## config.mk

```make
export PLATFORM = sky130hd
export DESIGN_NAME = cdma_multiuser_link
export DESIGN_NICKNAME = d
export VERILOG_FILES = /design/src/rtl/cdma_multiuser_link.sv
export SDC_FILE = /design/constraint.sdc
export NUM_CORES = 1
export LEC_CHECK = 0
export CAP_MARGIN = 20
export CORE_MARGIN = 3
export CORE_UTILIZATION = 40
export DETAILED_ROUTE_END_ITERATION = 8
export GPL_ROUTABILITY_DRIVEN = 0
export PLACE_DENSITY = 0.69
export SYNTH_ARGS = -nofsm -noshare
export SYNTH_HDL_FRONTEND = slang
export SYNTH_SLANG_ARGS = --single-unit
```

## constraint.sdc

```tcl
create_clock -name CLOCK_50 -period 3.15 [get_ports CLOCK_50]
set_input_delay 0.315 -clock CLOCK_50 [delete_from_list [all_inputs] [get_ports CLOCK_50]]
set_output_delay 0.315 -clock CLOCK_50 [all_outputs]
set_load 0.02 [all_outputs]
```

## src/rtl/cdma_multiuser_link.sv

```systemverilog
// -----------------------------------------------------------------------------
// cdma_multiuser_link
//
// Multi-user CDMA link. One frame per user is spread with that user's chip
// code and all users are summed into a single signed channel sample stream.
// The receiver correlates the stream against each user's code and decides
// every data bit by the sign of the correlation.
//
// Ports
//   CLOCK_50         single clock, all logic on the rising edge
//   rst_n            synchronous active-low reset
//   tx_data          frame to send, bit b of user u at [u*FRAME_BITS+b]
//   chip_codes       spreading codes, chip c of user u at [u*CHIP_LEN+c]
//   loopback         1: receiver listens to tx_sample, 0: to rx_sample
//   tx_valid         frame offered (must be held until accepted)
//   tx_ready         frame can be accepted (transmitter idle)
//   tx_sample        signed channel sum, SW bits
//   tx_sample_valid  tx_sample carries a chip
//   rx_sample        signed external channel sample, SW bits
//   rx_sample_valid  rx_sample carries a chip
//   rx_data          last decoded frame, same layout as tx_data
//   rx_valid         one-cycle pulse when rx_data is updated
//   busy             transmitter is in SYNC or SPREAD
// -----------------------------------------------------------------------------
module cdma_multiuser_link #(
   parameter int NUM_USERS   = 2,
   parameter int CHIP_LEN    = 4,
   parameter int FRAME_BITS  = 4,
   parameter int SYNC_CYCLES = 2,
   localparam int SW = $clog2(NUM_USERS + 1) + 1
) (
   input  logic                            CLOCK_50,
   input  logic                            rst_n,
   input  logic [NUM_USERS*FRAME_BITS-1:0] tx_data,
   input  logic [NUM_USERS*CHIP_LEN-1:0]   chip_codes,
   input  logic                            loopback,
   input  logic                            tx_valid,
   output logic                            tx_ready,
   output logic [SW-1:0]                   tx_sample,
   output logic                            tx_sample_valid,
   input  logic [SW-1:0]                   rx_sample,
   input  logic                            rx_sample_valid,
   output logic [NUM_USERS*FRAME_BITS-1:0] rx_data,
   output logic                            rx_valid,
   output logic                            busy
);

   // Accumulator holds CHIP_LEN samples of magnitude <= NUM_USERS plus sign.
   localparam int AW = SW + $clog2(CHIP_LEN) + 1;
   localparam int CW = $clog2(CHIP_LEN);
   localparam int BW = (FRAME_BITS > 1) ? $clog2(FRAME_BITS) : 1;
   localparam int YW = (SYNC_CYCLES > 1) ? $clog2(SYNC_CYCLES) : 1;

   localparam logic [CW-1:0] CHIP_LAST = CW'(CHIP_LEN - 1);
   localparam logic [BW-1:0] BIT_LAST  = BW'(FRAME_BITS - 1);
   localparam logic [YW-1:0] SYNC_LAST = YW'((SYNC_CYCLES > 0) ? SYNC_CYCLES - 1 : 0);

   typedef enum logic [1:0] {
      ST_IDLE,
      ST_SYNC,
      ST_SPREAD
   } tx_state_t;

   tx_state_t state, state_next;
   logic      accept;

   // Per-user views of the input buses and the latched frame.
   logic [FRAME_BITS-1:0] tx_data_u    [NUM_USERS];
   logic [CHIP_LEN-1:0]   chip_codes_u [NUM_USERS];
   logic [FRAME_BITS-1:0] data_q       [NUM_USERS];
   logic [CHIP_LEN-1:0]   codes_q      [NUM_USERS];
   logic                  loop_q;

   logic [YW-1:0] sync_cnt;
   logic [CW-1:0] tx_chip;
   logic [BW-1:0] tx_bit;
   logic [SW-1:0] chip_sum;

   // Receiver state.
   logic                  rx_active;
   logic [CW-1:0]         rx_chip;
   logic [BW-1:0]         rx_bit;
   logic signed [AW-1:0]  acc       [NUM_USERS];
   logic signed [AW-1:0]  acc_next  [NUM_USERS];
   logic [FRAME_BITS-1:0] rx_bits   [NUM_USERS];
   logic [FRAME_BITS-1:0] bits_next [NUM_USERS];
   logic [NUM_USERS*FRAME_BITS-1:0] bits_flat;

   logic [SW-1:0]        rx_in;
   logic                 rx_in_valid;
   logic                 rx_take;
   logic signed [AW-1:0] samp_ext;

   for (genvar g = 0; g < NUM_USERS; g++) begin : g_user_bus
      assign tx_data_u[g]    = tx_data[g*FRAME_BITS +: FRAME_BITS];
      assign chip_codes_u[g] = chip_codes[g*CHIP_LEN +: CHIP_LEN];
      assign bits_flat[g*FRAME_BITS +: FRAME_BITS] = bits_next[g];
   end

   // ---------------------------------------------------------------- TX FSM
   always_ff @(posedge CLOCK_50) begin
      // NOTE: every register here is assigned with <= so all of them update
      // from the same pre-edge values, whatever order the statements are in.
      if (!rst_n) begin
         state    <= ST_IDLE;
         sync_cnt <= '0;
         tx_chip  <= '0;
         tx_bit   <= '0;
         loop_q   <= 1'b0;
         for (int u = 0; u < NUM_USERS; u++) begin
            data_q[u]  <= '0;
            codes_q[u] <= '0;
         end
      end else begin
         state <= state_next;
         if (accept) begin
            loop_q   <= loopback;
            sync_cnt <= '0;
            tx_chip  <= '0;
            tx_bit   <= '0;
            for (int u = 0; u < NUM_USERS; u++) begin
               data_q[u]  <= tx_data_u[u];
               codes_q[u] <= chip_codes_u[u];
            end
         end
         if (state == ST_SYNC) begin
            sync_cnt <= sync_cnt + 1'b1;
         end
         // Chip index is the inner loop, bit index the outer loop.
         if (state == ST_SPREAD) begin
            if (tx_chip == CHIP_LAST) begin
               tx_chip <= '0;
               tx_bit  <= (tx_bit == BIT_LAST) ? '0 : tx_bit + 1'b1;
            end else begin
               tx_chip <= tx_chip + 1'b1;
            end
         end
      end
   end

   always_comb begin
      // NOTE: every output of this block gets a default before the case so no
      // path leaves a value unassigned, which would otherwise infer a latch.
      state_next = state;
      tx_ready   = 1'b0;
      busy       = 1'b1;
      accept     = 1'b0;
      case (state)
         ST_IDLE: begin
            tx_ready = 1'b1;
            busy     = 1'b0;
            if (tx_valid) begin
               accept     = 1'b1;
               state_next = (SYNC_CYCLES == 0) ? ST_SPREAD : ST_SYNC;
            end
         end
         ST_SYNC: begin
            if (sync_cnt == SYNC_LAST) begin
               state_next = ST_SPREAD;
            end
         end
         ST_SPREAD: begin
            if ((tx_chip == CHIP_LAST) && (tx_bit == BIT_LAST)) begin
               state_next = ST_IDLE;
            end
         end
         default: state_next = ST_IDLE;
      endcase
   end

   // ------------------------------------------------------------- Spreading
   // sym = data ^ chip maps 1 -> +1 and 0 -> -1; the sum is kept in two's
   // complement and SW is wide enough for -NUM_USERS..+NUM_USERS.
   always_comb begin
      chip_sum = '0;
      for (int u = 0; u < NUM_USERS; u++) begin
         if (data_q[u][tx_bit] ^ codes_q[u][tx_chip]) begin
            chip_sum = chip_sum + SW'(1);
         end else begin
            chip_sum = chip_sum - SW'(1);
         end
      end
   end

   always_ff @(posedge CLOCK_50) begin
      if (!rst_n) begin
         tx_sample       <= '0;
         tx_sample_valid <= 1'b0;
      end else begin
         tx_sample       <= (state == ST_SPREAD) ? chip_sum : '0;
         tx_sample_valid <= (state == ST_SPREAD);
      end
   end

   // ----------------------------------------------------------- Despreading
   assign rx_in       = loop_q ? tx_sample : rx_sample;
   assign rx_in_valid = loop_q ? tx_sample_valid : rx_sample_valid;
   // Samples outside an accepted frame are dropped.
   assign rx_take     = rx_active & rx_in_valid;
   assign samp_ext    = {{(AW - SW){rx_in[SW-1]}}, rx_in};

   // Correlate: chip 0 adds the sample, chip 1 subtracts it, so a user whose
   // data bit is 1 builds a positive sum. Decision is made on the value that
   // includes the current sample, so the last chip is never lost.
   always_comb begin
      for (int u = 0; u < NUM_USERS; u++) begin
         acc_next[u]  = codes_q[u][rx_chip] ? acc[u] - samp_ext : acc[u] + samp_ext;
         bits_next[u] = rx_bits[u];
         bits_next[u][rx_bit] = ~acc_next[u][AW-1] && (acc_next[u] != '0);
      end
   end

   always_ff @(posedge CLOCK_50) begin
      if (!rst_n) begin
         rx_active <= 1'b0;
         rx_chip   <= '0;
         rx_bit    <= '0;
         rx_data   <= '0;
         rx_valid  <= 1'b0;
         // NOTE: the accumulators and partial bits are real state that must
         // start at zero, so they are reset like any other register.
         for (int u = 0; u < NUM_USERS; u++) begin
            acc[u]     <= '0;
            rx_bits[u] <= '0;
         end
      end else begin
         rx_valid <= 1'b0;
         if (rx_take) begin
            if (rx_chip == CHIP_LAST) begin
               rx_chip <= '0;
               for (int u = 0; u < NUM_USERS; u++) begin
                  acc[u]     <= '0;
                  rx_bits[u] <= bits_next[u];
               end
               if (rx_bit == BIT_LAST) begin
                  rx_bit    <= '0;
                  rx_data   <= bits_flat;
                  rx_valid  <= 1'b1;
                  rx_active <= 1'b0;
               end else begin
                  rx_bit <= rx_bit + 1'b1;
               end
            end else begin
               rx_chip <= rx_chip + 1'b1;
               for (int u = 0; u < NUM_USERS; u++) begin
                  acc[u] <= acc_next[u];
               end
            end
         end
         // A new frame restarts the receiver; in loopback the previous frame's
         // last sample is consumed on this same edge, so completion still fires.
         if (accept) begin
            rx_active <= 1'b1;
            rx_chip   <= '0;
            rx_bit    <= '0;
            for (int u = 0; u < NUM_USERS; u++) begin
               acc[u] <= '0;
            end
         end
      end
   end

endmodule

```

## Word level (Yosys, flattened, before mapping)

Memories as Yosys holds them, arrays and structs flattened.
Cells that the tools add are included.
W data, S select, Z words.

- Add/sub/neg operators: 11
- Equal/unequal tests: 9
- Muxes and demuxes: 70
- $lt $le $gt $ge: 5
- Reductions and logical operators: 19
- Bitwise gates (word level): 18

Operator list:

| cell | count |
|---|---|
| $mux W6 | 8 |
| $mux W1 | 31 |
| $mux W2 | 12 |
| $mux W4 | 6 |
| $add A6 B3 Y6 | 2 |
| $bmux W1 S2 | 6 |
| $lt A2 B3 Y1 const B | 4 |
| $or A1 B1 Y1 | 12 |
| $reduce_and A3 Y1 | 4 |
| $reduce_bool A6 Y1 | 2 |
| $sub A6 B3 Y6 | 2 |
| $eq A2 B2 Y1 const B | 5 |
| $reduce_bool A2 Y1 | 5 |
| $mux W3 | 3 |
| $add A2 B1 Y2 const B | 4 |
| $bwmux W4 | 2 |
| $pmux W2 S3 | 1 |
| $logic_and A1 B1 Y1 | 4 |
| $ne A2 B2 Y1 const B | 2 |
| $reduce_and A2 Y1 | 2 |
| $add A3 B1 Y3 const B | 1 |
| $not A1 Y1 | 3 |
| $sub A3 B1 Y3 const B | 1 |
| $demux W1 S2 | 1 |
| 8 further kinds | 9 |

- Memories kept: 4
- Logic and storage cells: 148
- Bits in writable memories: 36
- Input bits: 24
- Register bits: 26

Memories:

| memory | words | bits a word | read ports | clocked after memory_dff | wr ports | line | text |
|---|---|---|---|---|---|---|---|
| acc | 2 | 6 | 2 | 0 | 2 | 83 | `logic signed [AW-1:0] acc [NUM_USERS];` |
| codes_q | 2 | 4 | 2 | 0 | 2 | 71 | `logic [CHIP_LEN-1:0] codes_q [NUM_USERS];` |
| data_q | 2 | 4 | 2 | 0 | 2 | 70 | `logic [FRAME_BITS-1:0] data_q [NUM_USERS];` |
| rx_bits | 2 | 4 | 2 | 0 | 2 | 85 | `logic [FRAME_BITS-1:0] rx_bits [NUM_USERS];` |

## Longest topological paths before layout

- Depth after elaboration: 8
- Gate-level depth with buffers: 14
- Depth with buffers taken out: 14

## Worst setup path after synthesis

Ideal clock, no wire load.

- Kind: reg-to-reg
- From: reg loop_q
- To: mem rx_bits[1][0], in the netlist rx_bits[0][4], data pin
- Data required time: 2.892 ns
- Stages on the path, launching flop included: 15
- Path slack: 0.164 ns
- Data arrival time: 2.728 ns
- Clock period less this slack: 2.986 ns
- Setup time: 0.258 ns
- Path through: dfxtp_1 mux2_2 inv_1 ha_1 inv_1 ha_1 inv_1 o21ai_0 ha_1 o21a_1 o31a_1 o21ai_0 nand2_1 xnor3_2 o21ai_1

RTL lines:

| what | line | text |
|---|---|---|
| start, declared | 72 | `logic loop_q;` |
| start signal, assigned | 117 | `loop_q <= loopback;` |
| end, declared | 85 |  |

## Final worst setup path

- From: in rx_sample[1]
- To: reg rx_data[6]

- Word-level cells in the longest chain between the ends: 6
- Elaborated cells on any way between the ends: 8

RTL lines:

| what | line | text |
|---|---|---|
| start, declared | 41 | `input logic [SW-1:0] rx_sample,` |
| $mux W3 (*) | 196 | `assign rx_in = loop_q ? tx_sample : rx_sample;` |
| $add A6 B3 Y6 / $sub A6 B3 Y6 (equally long branches) | 207 | `acc_next[u] = codes_q[u][rx_chip] ? acc[u] - samp_ext : acc[u] + samp_ext;` |
| $mux W6 (*) | 207 |  |
| $reduce_bool A6 Y1 / $not A1 Y1 (equally long branches) | 209 | `bits_next[u][rx_bit] = ~acc_next[u][AW-1] && (acc_next[u] != '0);` |
| $logic_and A1 B1 Y1 (*) | 209 |  |
| $bwmux W4 (*) | 209 |  |
| end signal, assigned | 237 | `rx_data <= bits_flat;` |
| end, declared | 43 | `output logic [NUM_USERS*FRAME_BITS-1:0] rx_data,` |

Mark *: on every way between the ends. The rest lies on a longest branch, timed or not.
A chain may end at the register's enable or synchronous reset.

==> metrics.log <==
INFO  metric clk-insertion-delay-late = 340 ps
INFO  metric first_global_vias = 2419
INFO  metric antenna_violating_nets_post_route = 0
INFO  metric synth_top_cells_by_area = sky130_fd_sc_hd__dfxtp_1 23%, sky130_fd_sc_hd__edfxtp_1 20%, sky130_fd_sc_hd__ha_1 7.7%, sky130_fd_sc_hd__mux4_2 4.2%, sky130_fd_sc_hd__and2_1 3.9%
INFO  metric antenna_found_initial = 0
INFO  metric globalRouteTotalUtil = 0.1645
INFO  metric synthesis.area = 3238 sq um
INFO  metric dp_hpwl = 5075 um
INFO  metric net_switching_power = 0.5510 mW
INFO  metric power.share.combinational = 0.247
INFO  metric antenna_cells_inserted = 0
INFO  metric cts_htree_levels = 3
INFO  metric grt_remaining_overflow = 0
INFO  metric synth_seq_cells = 59
INFO  metric static_leak = 1.613 nW
INFO  metric cts-root-buf = sky130_fd_sc_hd__clkbuf_8
INFO  metric relative_contribution_of_sequential_cells_to_total_power = 0.447
INFO  metric rr_endpoint = rx_data[1]
INFO  metric path_class = input port to flop
INFO  metric cp.arrival = 3250 ps
INFO  metric drc = 0
INFO  metric fin_util = 0.5197
INFO  metric grt_pass1_wl = 11520 um
INFO  metric synth_cells = 321
INFO  metric ir_worst_vdd = 0.2054 mV
INFO  metric clock_path_buffers = 2
INFO  metric seq_area_frac_synth = 0.4328
INFO  metric worst_max_slew_pin_slew = 536.5 ps
INFO  metric report.final.setup_viol = 0
INFO  metric tritoncts_clock_tree = yes
INFO  metric synth.largest_area_cell = sky130_fd_sc_hd__dfxtp_1
INFO  metric fin_total_pwr = 1.942 mW
INFO  metric clock_share_of_power = 0.306
INFO  metric vias_per_cell = 5.165
INFO  metric routedWlPerCell = 14.40 um
INFO  metric reg2regPathDepth = 10
INFO  metric register_area = 1404 sq um
INFO  metric hold_wc_startpoint = rx_data[7]
INFO  metric synth.yosys.warnings = 0
INFO  metric nFillCells = 697
INFO  metric tritoncts_num_sinks = 59
INFO  metric worstHoldEndpoint = rx_data[7]
INFO  metric multi_input_area = 1755 sq um
INFO  metric drv_slew = 0
INFO  metric worst_slew_margin_rel = 0.6412
INFO  metric p_sw_frac = 0.2838
INFO  metric floorplan.die.height = 95.98 um
INFO  metric total_routed_length = 6999 um
INFO  metric status = finished clean
INFO  metric syn_area_per_cell = 10.09 sq um
INFO  metric cellInternalPower = 1.391 mW
INFO  metric area_delta_synth_final = 25.31%
INFO  metric setup_crit_start = rx_sample[1]
INFO  metric worst_setup_path_end_kind = flop
INFO  metric power_per_cell_area = 478.5 nW/um^2
INFO  metric crit_fanout = 4
INFO  metric nets = 425
INFO  metric via_count = 2510
INFO  metric die_area = 9211 sq um
INFO  metric period_share = 0.9529
INFO  metric port_buffers = 37
INFO  metric fmaxAchievable = 333.1 MHz
INFO  metric fp.dieW = 95.98 um
INFO  metric mappedNetlistNets = 367
INFO  metric critical_path.reg2reg.startpoint = codes_q[0][3]
INFO  metric design.portCount = 39
INFO  metric rows = 32
INFO  metric tritoncts.num_buffers = 9
INFO  metric finalHoldViolCount = 0
INFO  metric drt_pre_antenna_iters = 4
INFO  metric clock-skew-final = 7.043 ps
INFO  metric count_of_hold_fix_buffers_inserted_at_cts = 0
INFO  metric maxcap_viol_count = 0
INFO  metric netlist.area_leader.share = 0.2287
INFO  metric initialDrtViolationCount = 182
INFO  metric critPathLaunchType = input port
INFO  metric cp.required = 3400 ps
INFO  metric core = 7807 sq um
INFO  metric synth_cell_type_count = 43
INFO  metric cts.clk_slew.worst_paths = 70 ps
INFO  metric drive_gt1_frac = 0.1641
INFO  metric setup.reg_to_reg.worst_slack = 180 ps
INFO  metric worst_hold_path_type = flop to flop
INFO  metric period_needed = 3002 ps
INFO  metric initial_util = 0.4147
INFO  metric hold-path-cell-count = 2
INFO  metric largest_net_degree_at_the_start_of_global_routing = 22
==> through the flow <==
stage	cell area, sq um	std cells	TNS [ps]	setup slack (ps)	hold slack, ps
CTS	3986	483	0	4.617	469.8
floorplan	3238	321	0	163.8	439.2
global placement	3822	467	-1783	-247.1	454.2
finish	4058	486	0	148.3	465.1
detailed placement	3822	467	-2793	-322.4	460.1
global route	4058	486	-6.118	-6.118	505.1
==> logic make-up (layout without fill, tap and decap cells) <==
logic type,Yosys count,in the layout,synth area share
other,1,1,0.001158
flip-flops,59,59,0.4328
AND/OR/NAND/NOR,113,113,0.1719
AO/OA/AOI/OAI,72,72,0.1580
adder cells (fa/ha/maj),22,22,0.08965
multiplexers,14,14,0.07882
XOR/XNOR,7,7,0.02821
buffers and inverters,33,96,0.03941
==> timing repair <==
| action | CTS | global route |
|---|---|---|
| endpoints found under the setup margin | 1 | 16 |
| gates resized for setup | 0 | 20 |
| pin swaps | 1 | 8 |
| buffers inserted | 0 | 3 |
==> sequential cells by signal, indices dropped and copies added, names as in the netlist, 6 cells and up <==
register	cells
data_q	8
rx_data	8
rx_bits	6
acc	12
codes_q	8
==> power groups by stage <==
stage	clock (mW)	sequential (mW)	combinational [mW]
4_1_cts	0.618	0.866	0.453
5_1_grt	0.654	0.872	0.527
6_report	0.594	0.867	0.480
3_5_place_dp	0	0.883	0.451
3_3_place_gp	0	0.881	0.442
2_1_floorplan	0	0.876	0.314
==> cell type report <==
class | count | area share
Inverter | 23 | 0.02128
Timing Repair Buffer | 57 | 0.1283
Sequential cell | 59 | 0.3460
Clock inverter | 3 | 0.003700
Multi-Input combinational cell | 229 | 0.4326
Clock buffer | 13 | 0.03669
Tap cell | 102 | 0.03145
==> metal layers <==
metal  vias up  GRT usage  wire [um]
li1       1260          -          -
met1      1189     0.2211       3469
met2        53     0.2472       3157
met3         8    0.04535        258
met4         0    0.07227        112
met5         -          0          0
==> how the worst max path moves through the flow <==
| stage | endpoint | slack (ps) | depth (start not counted) |
|---|---|---|---|
| global placement | rx_data[6] | -250 | 15 |
| detailed placement | rx_data[5] | -320 | 15 |
| CTS | rx_data[5] | 5 | 14 |
| floorplan | rx_bits[0][4] | 160 | 14 |
| global route | rx_data[6] | -6 | 16 |
| finish | rx_data[6] | 150 | 16 |
==> cells in the mapped netlist <==
cell type and n:
sky130_fd_sc_hd__a21bo_1 2, sky130_fd_sc_hd__and3_1 4, sky130_fd_sc_hd__a21o_2 2, sky130_fd_sc_hd__mux2i_1 3
sky130_fd_sc_hd__a31oi_1 4, sky130_fd_sc_hd__mux2i_4 3, sky130_fd_sc_hd__dfxtp_1 37, sky130_fd_sc_hd__a21oi_1 4
sky130_fd_sc_hd__nand3_1 19, sky130_fd_sc_hd__buf_4 1, sky130_fd_sc_hd__nand2b_1 1, sky130_fd_sc_hd__edfxtp_1 22
sky130_fd_sc_hd__nand2_1 23, sky130_fd_sc_hd__a22o_1 6, sky130_fd_sc_hd__inv_1 23, sky130_fd_sc_hd__mux2_2 2
sky130_fd_sc_hd__nand4_1 1, sky130_fd_sc_hd__nor3b_1 3, sky130_fd_sc_hd__fa_1 2, sky130_fd_sc_hd__xnor3_2 2
sky130_fd_sc_hd__conb_1 1, sky130_fd_sc_hd__o21ai_1 10, sky130_fd_sc_hd__o211ai_1 2, sky130_fd_sc_hd__ha_1 20
sky130_fd_sc_hd__a2bb2oi_1 8, sky130_fd_sc_hd__a21boi_0 4, sky130_fd_sc_hd__o31a_1 2, sky130_fd_sc_hd__a21o_1 2
sky130_fd_sc_hd__xor2_1 2, sky130_fd_sc_hd__o21bai_1 1, sky130_fd_sc_hd__o31ai_1 6, sky130_fd_sc_hd__o21ai_0 8
sky130_fd_sc_hd__a22oi_1 6, sky130_fd_sc_hd__a32oi_1 2, sky130_fd_sc_hd__and2_1 20, sky130_fd_sc_hd__nor3_1 2
sky130_fd_sc_hd__clkbuf_1 9, sky130_fd_sc_hd__xnor2_1 3, sky130_fd_sc_hd__o21a_1 2, sky130_fd_sc_hd__o21ai_2 1
sky130_fd_sc_hd__nor2b_1 12, sky130_fd_sc_hd__mux4_2 6, sky130_fd_sc_hd__nor2_1 28
==> cells in the final DEF, fill, tap and decap left out, types with 4 or more instances in the layout <==
| master | netlist | layout |
|---|---|---|
| sky130_fd_sc_hd__o21ai_0 | 8 | 5 |
| sky130_fd_sc_hd__a22oi_1 | 6 | 6 |
| sky130_fd_sc_hd__clkdlybuf4s50_1 | 0 | 37 |
| sky130_fd_sc_hd__and3_1 | 4 | 4 |
| sky130_fd_sc_hd__a22o_1 | 6 | 6 |
| sky130_fd_sc_hd__edfxtp_1 | 22 | 22 |
| sky130_fd_sc_hd__dfxtp_1 | 37 | 35 |
| sky130_fd_sc_hd__nand2_1 | 23 | 22 |
| sky130_fd_sc_hd__buf_4 | 1 | 20 |
| sky130_fd_sc_hd__clkbuf_8 | 0 | 10 |
| sky130_fd_sc_hd__a31oi_1 | 4 | 4 |
| sky130_fd_sc_hd__nor2_1 | 28 | 28 |
| sky130_fd_sc_hd__inv_1 | 23 | 21 |
| sky130_fd_sc_hd__a2bb2oi_1 | 8 | 8 |
| sky130_fd_sc_hd__mux4_2 | 6 | 6 |
| sky130_fd_sc_hd__nand3_1 | 19 | 19 |
| sky130_fd_sc_hd__nor2b_1 | 12 | 11 |
| sky130_fd_sc_hd__o21ai_1 | 10 | 11 |
| sky130_fd_sc_hd__and2_1 | 20 | 20 |
| sky130_fd_sc_hd__ha_1 | 20 | 20 |
==> critical path, cell delays in order <==
cell and delay, ps:
sky130_fd_sc_hd__clkdlybuf4s50_1 410, sky130_fd_sc_hd__mux2_4 290, sky130_fd_sc_hd__inv_2 60, sky130_fd_sc_hd__ha_1 130, sky130_fd_sc_hd__inv_1 40, sky130_fd_sc_hd__ha_1 280
sky130_fd_sc_hd__inv_2 70, sky130_fd_sc_hd__o21ai_2 60, sky130_fd_sc_hd__ha_1 340, sky130_fd_sc_hd__buf_4 150, sky130_fd_sc_hd__buf_4 120, sky130_fd_sc_hd__xor2_1 150
sky130_fd_sc_hd__and3_1 200, sky130_fd_sc_hd__o211ai_1 220, sky130_fd_sc_hd__nand2_2 170, sky130_fd_sc_hd__o31ai_2 240
Note: power is estimated with default switching activity, not from simulation.
